==> config.mk <==
export PLATFORM = sky130hd
export DESIGN_NAME = ntt_pwo_sequencer
export DESIGN_NICKNAME = d
export VERILOG_FILES = /design/src/rtl/ntt_pwo_sequencer.sv
export SDC_FILE = /design/constraint.sdc
export NUM_CORES = 1
export LEC_CHECK = 0
export BUFFER_PORTS_ARGS = -buffer_cell sky130_fd_sc_hd__buf_2
export CAP_MARGIN = 20
export CORE_MARGIN = 1
export CORE_UTILIZATION = 56
export CTS_CLUSTER_SIZE = 28
export DETAILED_ROUTE_END_ITERATION = 16
export PLACE_DENSITY_LB_ADDON = 0.12
export SYNTH_ARGS = -nofsm -noshare
export SYNTH_HDL_FRONTEND = slang
export SYNTH_SLANG_ARGS = --single-unit
==> constraint.sdc <==
create_clock -name clk -period 5.6 [get_ports clk]
set_input_delay 1.12 -clock clk [delete_from_list [all_inputs] [get_ports clk]]
set_output_delay 1.12 -clock clk [all_outputs]
set_load 0.03 [all_outputs]
==> src/rtl/ntt_pwo_sequencer.sv <==
// ---------------------------------------------------------------------------
// ntt_pwo_sequencer
// Runs one point-wise operation (PWM / PWA / PWS, optionally masked,
// optionally accumulating) over a 64-word polynomial. It issues the operand
// reads, the datapath enable and, after the mode-dependent datapath latency,
// the destination writes.
//
// Ports
//   clk, reset_n (sync, active low), zeroize (sync clear)
//   pwo_start_i, mode_i, accumulate_i, masking_en_i, pw_base_addr_i {a,b,c}
//   rd_en_o, rd_addr_a_o, rd_addr_b_o, rd_en_c_o, rd_addr_c_o  : operand reads
//   pw_enable_o                                                 : datapath valid
//   wr_en_o, wr_addr_o                                          : result writes
//   busy_o, done_o, err_o                                       : status
// All outputs are registered.
// ---------------------------------------------------------------------------
module ntt_pwo_sequencer #(
   parameter int ADDR_W       = 15,
   parameter int NUM_WORDS    = 64,
   parameter int LAT_PWM      = 5,
   parameter int LAT_PWA      = 1,
   parameter int LAT_PWS      = 1,
   parameter int LAT_MPWM     = 211,
   parameter int LAT_MPWM_ACC = 264,
   parameter int LAT_MADD     = 53
) (
   input  logic                  clk,
   input  logic                  reset_n,
   input  logic                  zeroize,
   input  logic                  pwo_start_i,
   input  logic [2:0]            mode_i,
   input  logic                  accumulate_i,
   input  logic                  masking_en_i,
   input  logic [3*ADDR_W-1:0]   pw_base_addr_i,
   output logic                  rd_en_o,
   output logic [ADDR_W-1:0]     rd_addr_a_o,
   output logic [ADDR_W-1:0]     rd_addr_b_o,
   output logic                  rd_en_c_o,
   output logic [ADDR_W-1:0]     rd_addr_c_o,
   output logic                  pw_enable_o,
   output logic                  wr_en_o,
   output logic [ADDR_W-1:0]     wr_addr_o,
   output logic                  busy_o,
   output logic                  done_o,
   output logic                  err_o
);

   // mode_t encoding shared with the NTT control FSM
   localparam logic [2:0] MODE_PWM = 3'd2;
   localparam logic [2:0] MODE_PWA = 3'd3;
   localparam logic [2:0] MODE_PWS = 3'd4;

   localparam int IDX_W = $clog2(NUM_WORDS);
   localparam logic [IDX_W-1:0] LAST_IDX = IDX_W'(NUM_WORDS - 1);

   // Counter must hold the largest latency of any mode
   localparam int LAT_MAX = (LAT_MPWM_ACC > LAT_MPWM) ?
                            ((LAT_MPWM_ACC > LAT_MADD) ? LAT_MPWM_ACC : LAT_MADD) :
                            ((LAT_MPWM > LAT_MADD) ? LAT_MPWM : LAT_MADD);
   localparam int LAT_W = $clog2(LAT_MAX + 1);

   typedef enum logic [1:0] {IDLE, READ, DRAIN, DONE} state_t;

   state_t            state_reg;
   logic [IDX_W-1:0]  rd_idx_reg;
   logic [IDX_W-1:0]  wr_idx_reg;
   logic [LAT_W-1:0]  lat_cnt_reg;
   logic [ADDR_W-1:0] base_c_reg;

   logic              start_legal;
   logic              acc_sel;
   logic [LAT_W-1:0]  lat_sel;

   always_comb begin
      start_legal = (mode_i == MODE_PWM) || (mode_i == MODE_PWA) || (mode_i == MODE_PWS);
      // accumulate only has meaning for multiply; c is never read otherwise
      acc_sel     = accumulate_i && (mode_i == MODE_PWM);
      lat_sel     = LAT_W'(LAT_PWA);
      if (masking_en_i) begin
         if (mode_i == MODE_PWM)
            lat_sel = acc_sel ? LAT_W'(LAT_MPWM_ACC) : LAT_W'(LAT_MPWM);
         else
            lat_sel = LAT_W'(LAT_MADD);
      end else begin
         if (mode_i == MODE_PWM)
            lat_sel = LAT_W'(LAT_PWM);
         else if (mode_i == MODE_PWS)
            lat_sel = LAT_W'(LAT_PWS);
         else
            lat_sel = LAT_W'(LAT_PWA);
      end
   end

   always_ff @(posedge clk) begin
      if (!reset_n || zeroize) begin
         state_reg   <= IDLE;
         rd_idx_reg  <= '0;
         wr_idx_reg  <= '0;
         lat_cnt_reg <= '0;
         base_c_reg  <= '0;
         rd_en_o     <= 1'b0;
         rd_en_c_o   <= 1'b0;
         rd_addr_a_o <= '0;
         rd_addr_b_o <= '0;
         rd_addr_c_o <= '0;
         pw_enable_o <= 1'b0;
         wr_en_o     <= 1'b0;
         wr_addr_o   <= '0;
         busy_o      <= 1'b0;
         done_o      <= 1'b0;
         err_o       <= 1'b0;
      end else begin
         done_o      <= 1'b0;
         err_o       <= 1'b0;
         // memory returns data one cycle after the read strobe
         pw_enable_o <= rd_en_o;

         case (state_reg)
            IDLE: begin
               if (pwo_start_i) begin
                  if (start_legal) begin
                     state_reg   <= READ;
                     busy_o      <= 1'b1;
                     rd_en_o     <= 1'b1;
                     rd_en_c_o   <= acc_sel;
                     rd_idx_reg  <= '0;
                     wr_idx_reg  <= '0;
                     lat_cnt_reg <= lat_sel;
                     rd_addr_a_o <= pw_base_addr_i[3*ADDR_W-1:2*ADDR_W];
                     rd_addr_b_o <= pw_base_addr_i[2*ADDR_W-1:ADDR_W];
                     rd_addr_c_o <= pw_base_addr_i[ADDR_W-1:0];
                     base_c_reg  <= pw_base_addr_i[ADDR_W-1:0];
                  end else begin
                     err_o <= 1'b1;
                  end
               end
            end

            READ, DRAIN: begin
               if (state_reg == READ) begin
                  if (rd_idx_reg == LAST_IDX) begin
                     rd_en_o   <= 1'b0;
                     rd_en_c_o <= 1'b0;
                     state_reg <= DRAIN;
                  end else begin
                     rd_idx_reg  <= rd_idx_reg + IDX_W'(1);
                     rd_addr_a_o <= rd_addr_a_o + ADDR_W'(1);
                     rd_addr_b_o <= rd_addr_b_o + ADDR_W'(1);
                     rd_addr_c_o <= rd_addr_c_o + ADDR_W'(1);
                  end
               end

               // Latency countdown runs in parallel with the reads; when it
               // expires the write stream starts and stays on for 64 words.
               // Writes always outlast reads, so a DONE here overrides DRAIN.
               if (lat_cnt_reg != '0) begin
                  lat_cnt_reg <= lat_cnt_reg - LAT_W'(1);
               end else if (!wr_en_o) begin
                  wr_en_o    <= 1'b1;
                  wr_addr_o  <= base_c_reg;
                  wr_idx_reg <= '0;
               end else if (wr_idx_reg == LAST_IDX) begin
                  wr_en_o   <= 1'b0;
                  done_o    <= 1'b1;
                  state_reg <= DONE;
               end else begin
                  wr_idx_reg <= wr_idx_reg + IDX_W'(1);
                  wr_addr_o  <= wr_addr_o + ADDR_W'(1);
               end
            end

            DONE: begin
               busy_o    <= 1'b0;
               state_reg <= IDLE;
            end

            default: state_reg <= IDLE;
         endcase
      end
   end

endmodule

---- Word level (Yosys, flattened, before mapping) ----
Index checks and enable logic that the tools add are counted.
storage, ports and cells
  output and inout bits ................... 67
  logic and storage cells ................. 121
  bits in registers ....................... 105
  input bits .............................. 54
cells by class
  multiplexer cells ....................... 55
  reduce and logical (&&, ||, !) cells .... 21
  bitwise operators ....................... 5
  $add $sub $neg .......................... 7
  equality and inequality tests ........... 17
operators by type and width
  kind                                                                   count
  15-bit two-way mux                                                     14
  15-bit one-hot mux with 2 select lines                                 3
  15-bit by 1-bit adder with 15-bit output, second input constant        4
  9-bit two-way mux                                                      6
  6-bit two-way mux                                                      7
  6-bit one-hot mux with 2 select lines                                  2
  9-bit one-hot mux with 2 select lines                                  1
  2-bit inequality test, second input constant                           8
  5-bit AND reduction                                                    3
  2-bit two-way mux                                                      7
  6-bit by 1-bit adder with 6-bit output, second input constant          2
  6-bit equality test, second input constant                             2
  1-bit two-way mux                                                      10
  3-bit AND reduction                                                    3
  9-bit nonzero test                                                     1
  9-bit by 1-bit subtractor with 9-bit output, second input constant     1
  3-bit by 2-bit equality test with 1-bit output, second input constant  2
  1-bit one-hot mux with 2 select lines                                  3
  2-bit one-hot mux with 3 select lines                                  1
  1-bit NOT                                                              5
  2-bit equality test, second input constant                             2
  2-bit AND reduction                                                    2
  4-bit AND reduction                                                    1
  2-bit nonzero test                                                     2
  other kinds (11)                                                       13

---- Longest topological paths before layout ----
Gate-level depths: netlist (run 1).
  depth after elaboration ................. 8
  depth in mapped cells ................... 10
  mapped depth without buffers ............ 7

---- Worst setup path before layout (run 1) ----
OpenSTA, ideal clock, no wires.
  path kind ............................... input-to-reg
  start point ............................. input mode_i[0]
  end point ............................... register wr_idx_reg[3]
  path buffers ............................ 1
  data required time ...................... 5.543 ns
  slack ................................... 2.835 ns
  stages on the path ...................... 6
  library setup time ...................... 0.057 ns
  arrival ................................. 2.708 ns
  cells stage by stage .................... or3b_1 buf_6 a31o_4 or4_4 o31ai_1 a21o_1
between the ends
  longest elaborated chain between the ends .. 5
  elaborated cells on any way between the ends .. 7
  classes of those cells .................. 4 x eq/ne; 3 x reduce/logical
ends and longest elaborated chain
  element                                         RTL line  source
  start, declared                                 31        input logic [2:0] mode_i,
  3-bit by 2-bit equality test with 1-bit output  75        start_legal = (mode_i == MODE_PWM) || (mode_i == MODE_PWA) || (mode_i == MODE_PWS);
  1-bit logical OR                                75
  1-bit logical OR (*)                            75
  2-bit inequality test (no source line) (*)      -
  5-bit AND reduction (no source line) (*)        -
  end signal, assigned                            167       wr_idx_reg <= wr_idx_reg + IDX_W'(1);
  end, declared                                   66        logic [IDX_W-1:0] wr_idx_reg;
Mark *: on every way between the ends. The rest lies on a longest branch, timed or not.
A chain may end at the register's enable or synchronous reset.

---- Worst setup path after layout (run 1) ----
  start point ............................. register state_reg[1]
  end point ............................... register rd_addr_c_o[11]
between the ends
  longest elaborated chain between the ends .. 4
  elaborated cells on any way between the ends .. 11
  classes of those cells .................. 6 x eq/ne; 1 x mux; 4 x reduce/logical
ends and longest elaborated chain
  element                                                                                       RTL line  source
  start, declared                                                                               64        state_t state_reg;
  start signal, assigned                                                                        96        state_reg <= IDLE;
  start signal, assigned                                                                        122       state_reg <= READ;
  start signal, assigned                                                                        144       state_reg <= DRAIN;
  2-bit by 1-bit equality test with 1-bit output / 2-bit equality test (equally long branches)  118, 140
  2-bit OR reduction                                                                            118       case (state_reg)
  2-bit inequality test (no source line) / 2-bit nonzero test (equally long branches)           -
  5-bit AND reduction (no source line)                                                          -
  end signal, assigned                                                                          131       rd_addr_c_o <= pw_base_addr_i[ADDR_W-1:0];
  end signal, assigned                                                                          149       rd_addr_c_o <= rd_addr_c_o + ADDR_W'(1);
  end, declared                                                                                 39        output logic [ADDR_W-1:0] rd_addr_c_o,
Parallel ways exist; a longest one is shown, timed or not.

==> reports/results.ini, run 1 <==
[outcome]
result_of_the_run=complete, no violations

[placed_design]
dp_hpwl_um=10700
buffer_ports.inserted=120
place_inst=953
place_ws_ps=1730
dpl_cell_area_um2=6460
gpl.final_weighted_congestion=0.864

[cts]
cts_max_level=3
cts.sinks=105
max-clock-path-buffers=2
clock_latency_ps=380
clk_transition_reported_paths_ps=100
tritoncts.num_buffers=9
cts-hold-fix-buffers=0
tritoncts=built
cts_root_buffer=clkbuf_8
number_of_setup_buffers_added_after_cts=0
cts.repair.resized=0

[sta]
relSlewSlack_pct=33.8
final_hold_violation_count=0
finalClockSkew_ps=9.62
portion_of_the_clock_cycle_consumed_by_the_worst_path_in_the_final_layout_pct=66.5
clock.fmax_mhz=269
finalCriticalPeriod_ps=3720
worst_slew_pin_slew_ps=992
setup_repair_after_global_routing_missed_its_margin=false
report.final.slew_viol_count=0
setup-violations-final=0
finalSetupTns_ps=0
final_critical_path_setup_slack_ps=1880

[drt]
drt.antenna.violating_nets=0
routed_wirelength_um=16100
route.vias.total=6076
drtPass1Iterations=5
post-route-drc-count=0
viasPerCell=6.28
initialDrtViolationCount=498
wl_cell_um=16.6

[synth]
synth_cell_type_count=65
ys_dominant_reg_cell=dfxtp_1
ys_warn_count=0
synthesis.instances=748
synthesized_nets=814
ys_ff_latch=105
yosysSeqAreaShare_pct=35.8
synthesis.area_per_instance_um2=7.86
ys_async_sr_fraction_pct=0
synth_edf_count=0
syn-cell-area_um2=5880

[setup_path]
r2r-end=rd_addr_c_o[11]
critical_path.max_stage_delay_ps=760
endpoint=rd_addr_c_o[11]
worstPathMaxFanout=45
cp.arrival_ps=3950
cp_cell_sequence=inv_1 > ha_2 > mux2i_1 > a311oi_4 > nand2_2 > o21ai_0 > a21oi_1
worstSetupStartpointType=flop
worstSetupStartpoint=state_reg[1]
setup.reg_to_reg.worst_slack_ps=1880
timing.reg2reg.worst_path_depth=7
cp_num_cells=7
critical_path_required_ps=5830
critical_path_class=flop to flop
worstReg2RegStart=state_reg[1]
critical_path_top_delay_cell=a311oi_4
buf_inv_on_cp=1
worst_path_dominant_cell_family=compound AO/OA/AOI/OAI gates
worst_setup_path_end_kind=flop

[global_routing]
grt_pass1_wl_um=26400
grt_overflow_total=0
grt_pass1_vias=5470
largest_net_degree_at_the_start_of_global_routing=87
antenna_found_initial=0
gr-usage-all-layers_pct=29.5

[job]
number_of_max_cap_violations=0

[final_layout]
mostFrequentLayoutCells=buf_2, dfxtp_1, nand2_1, a21oi_1, nor2_1
filler_cell_count=910
final_design_area_excluding_fillers_um2=6670
share_of_layout_cells_above_drive_strength_1_pct=19.4
most_common_cell_after_layout_fill_and_taps_aside=buf_2
multi_input_combinational_cell_area_um2=3480
area.sequential_um2=2100
fin_util_pct=65.2
area_growth_pct=13.4
num_antenna_cells=0
layout.nets=894
layoutNonFillerInstCount=968

[floorplan]
num_rows=37
die_area_um2=10900
floorplan.initialDensity_pct=57.5
die-width_um=104
core-area_um2=10200
boundaryPins=121
die-height_um=104

[pwr]
power-per-cell-area_nw_per_um2=226
p_leak_nw=2.55
vdd_drop_max_uv=190

[worst_hold_path]
hold_path.startpoint=rd_en_c_o
min-delay-path-class=flop to flop

==> cell type report <==
| cell class | instances | area share [%] |
|---|---|---|
| Multi-Input combinational cell | 568 | 52.1 |
| Tap cell | 136 | 2.55 |
| Clock inverter | 5 | 1.22 |
| Timing Repair Buffer | 125 | 9.57 |
| Clock buffer | 10 | 1.91 |
| Sequential cell | 105 | 31.5 |
| Inverter | 19 | 1.07 |
==> worst reg2reg max path: cells and delay by family, from the launching register on <==
kind,cells,cell delay [ps]
AND/OR/NAND/NOR,1,690
adder cells (fa/ha/maj),1,740
AO/OA/AOI/OAI,3,1300
buffers and inverters,1,90
flip-flops,1,410
multiplexers,1,350
==> logic make-up after synthesis <==
kind of cell,after synthesis,synth area share [%]
compound gates,248,28.2
xor+xnor,5,0.745
fa+ha+maj,12,2.55
buf+inv,75,5.32
flops,105,35.8
mux,23,3.92
simple gates,280,23.5
==> worst min-delay path by stage <==
stage	end	depth (start not counted)
after floorplan	lat_cnt_reg[8]	2
after global placement	pw_enable_o	2
after detailed placement	rd_en_c_o	2
after CTS	rd_en_c_o	2
after global routing	pw_enable_o	2
final	rd_en_c_o	2
==> power by group <==
group | internal [mW] | switching, mW | leakage [nW]
Sequential | 0.761 | 0.0167 | 0.849
Combinational | 0.0758 | 0.141 | 1.60
Clock | 0.250 | 0.262 | 0.102
==> through the flow <==
step                      power [mW]  hold WS [ps]
after floorplan                0.945           438
after global placement          1.00           439
after detailed placement        1.01           456
after CTS                       1.51           469
after global routing            1.56           506
final                           1.51           465
==> routing by layer <==
layer	wire, µm	vias up	global-route usage (%)
met3	1160	19	7.33
met1	6920	2876	37.8
met4	197	0	7.96
li1	-	2957	-
met2	7780	224	49.0
met5	0	-	0
==> cells in the mapped netlist, types with 15 or more instances <==
cell      instances  area, µm²
a211oi_1         15        113
a21oi_1          86        430
clkbuf_1         38        143
dfxtp_1         105       2100
inv_1            18       67.6
mux2i_1          23        230
nand2_1          86        323
nand3_1          39        195
nand4_1          16        100
nor2_1           52        195
nor3_1           20        100
o21ai_0          44        220
o32ai_1          24        210
No activity file was read; power rests on OpenSTA's default activity.
==> run 2, diff against run 1 <==
--- a/config.mk
+++ b/config.mk
@@ -8,7 +8,7 @@
 export BUFFER_PORTS_ARGS = -buffer_cell sky130_fd_sc_hd__buf_2
 export CAP_MARGIN = 20
 export CORE_MARGIN = 1
-export CORE_UTILIZATION = 56
+export CORE_UTILIZATION = 50
 export CTS_CLUSTER_SIZE = 28
 export DETAILED_ROUTE_END_ITERATION = 16
 export PLACE_DENSITY_LB_ADDON = 0.12
==> constraint.sdc (replaced) <==
create_clock -name clk -period 3 [get_ports clk]
set_input_delay 0.6 -clock clk [delete_from_list [all_inputs] [get_ports clk]]
set_output_delay 0.6 -clock clk [all_outputs]
set_load 0.03 [all_outputs]
==> reports/results.ini, run 2 (same netlist as run 1, synthesis figures left out) <==
[sta]
setup-violations-final=0
final_hold_violation_count=0
setup_repair_after_global_routing_missed_its_margin=false
relSlewSlack_pct=45.8
report.final.slew_viol_count=0
finalClockSkew_ps=6.09
worst_slew_pin_slew_ps=806
portion_of_the_clock_cycle_consumed_by_the_worst_path_in_the_final_layout_pct=86.7
finalSetupTns_ps=0
clock.fmax_mhz=384
finalCriticalPeriod_ps=2600

[drt]
post-route-drc-count=0
initialDrtViolationCount=568
wl_cell_um=17.0
viasPerCell=6.24
drt.antenna.violating_nets=0
drtPass1Iterations=5
route.vias.total=6167
routed_wirelength_um=16800

[final_layout]
layout.nets=908
most_common_cell_after_layout_fill_and_taps_aside=buf_2
mostFrequentLayoutCells=buf_2, dfxtp_1, nand2_1, a21oi_1, nor2_1
layoutNonFillerInstCount=989
area_growth_pct=17.9
num_antenna_cells=0
share_of_layout_cells_above_drive_strength_1_pct=20.6

[placed_design]
gpl.final_weighted_congestion=0.848
place_inst=974
dp_hpwl_um=11600
buffer_ports.inserted=120

[global_routing]
grt_pass1_wl_um=28000
grt_pass1_vias=5773
grt_overflow_total=0
antenna_found_initial=0
gr-usage-all-layers_pct=27.8
largest_net_degree_at_the_start_of_global_routing=86

[floorplan]
die-height_um=110
floorplan.initialDensity_pct=51.5
core-area_um2=11400
num_rows=39
die-width_um=110
boundaryPins=121
die_area_um2=12200

[cts]
cts-hold-fix-buffers=0
cts.repair.resized=0
tritoncts.num_buffers=9
cts_root_buffer=clkbuf_16
clk_transition_reported_paths_ps=70
number_of_setup_buffers_added_after_cts=0
clock_latency_ps=350
cts_max_level=3
max-clock-path-buffers=2
cts.sinks=105
tritoncts=built

[setup_path]
critical_path_class=flop to flop
buf_inv_on_cp=3
worstSetupStartpointType=flop
cp.arrival_ps=2860
cp_cell_sequence=inv_1 > ha_2 > buf_4 > inv_2 > nand2_1 > nor4_1 > o21ai_0 > a221oi_1
critical_path_required_ps=3260
critical_path.max_stage_delay_ps=620
worst_setup_path_end_kind=flop
worstPathMaxFanout=38
critical_path_top_delay_cell=nor4_1
worst_path_dominant_cell_family=simple AND/OR/NAND/NOR gates

[pwr]
power-per-cell-area_nw_per_um2=453
p_leak_nw=2.69
vdd_drop_max_uv=516

[outcome]
result_of_the_run=complete, no violations

[job]
number_of_max_cap_violations=0

[worst_hold_path]
min-delay-path-class=flop to flop

[run 2: changes by cell type in the layout (fill, tap and decap cells not counted), sizes merged]
cell      change
clkinv        -1
clkbuf        +2
buf          +14
clkinvlp      -1
[run 2: worst paths after layout]
path / from / endpoint / slack, ps / cells past startpoint
worst max-delay path: state_reg[1] / lat_cnt_reg[6] / 400 / 8
worst min-delay path: rd_en_o / pw_enable_o / 460 / 2
worst max register to register: state_reg[1] / lat_cnt_reg[6] / 400 / 8
worst min register to register: rd_en_o / pw_enable_o / 460 / 2
[run 2: worst register-to-register path, delay by kind of cell, from the launching register on]
kind,cells,cell delay [ps]
DFF,1,410
adders and majority gates,1,340
buffers and inverters,3,560
and+or+nand+nor,2,720
AOI/OAI and AO/OA,2,500
[run 2: per-stage QoR]
stage	power [mW]	area (µm²)	setup slack (ps)	hold WS, ps	util (%)
finish	3.14	6930	399	464	60.7
global route	3.26	6930	250	484	60.7
CTS	3.16	6930	431	457	60.7
detailed placement	1.91	6620	245	443	58.0
global placement	1.90	6620	340	443	58.0
floorplan	1.76	5880	755	438	-
[run 2: layout make-up]
| cell class | count | area (µm²) |
|---|---|---|
| clock buffers | 12 | 246 |
| clock inverters | 3 | 65.1 |
| fillers | 1078 | 4490 |
| inverters | 19 | 71.3 |
| multi-input cells | 568 | 3480 |
| flip-flops and latches | 105 | 2100 |
| well taps | 143 | 179 |
| repair buffers | 139 | 793 |
[run 2: per-layer routing]
metal	vias to the layer above	GRT usage [%]	wire length [µm]
met5	-	0	0
met4	0	8.71	310
met3	25	5.76	912
met2	204	46.7	8140
met1	2957	35.6	7490
li1	2981	-	-
[run 2: power breakdown]
part           total, mW  internal, mW  switching (mW)
registers           1.45          1.42          0.0295
clock network       1.26         0.749           0.506
logic              0.433         0.160           0.273
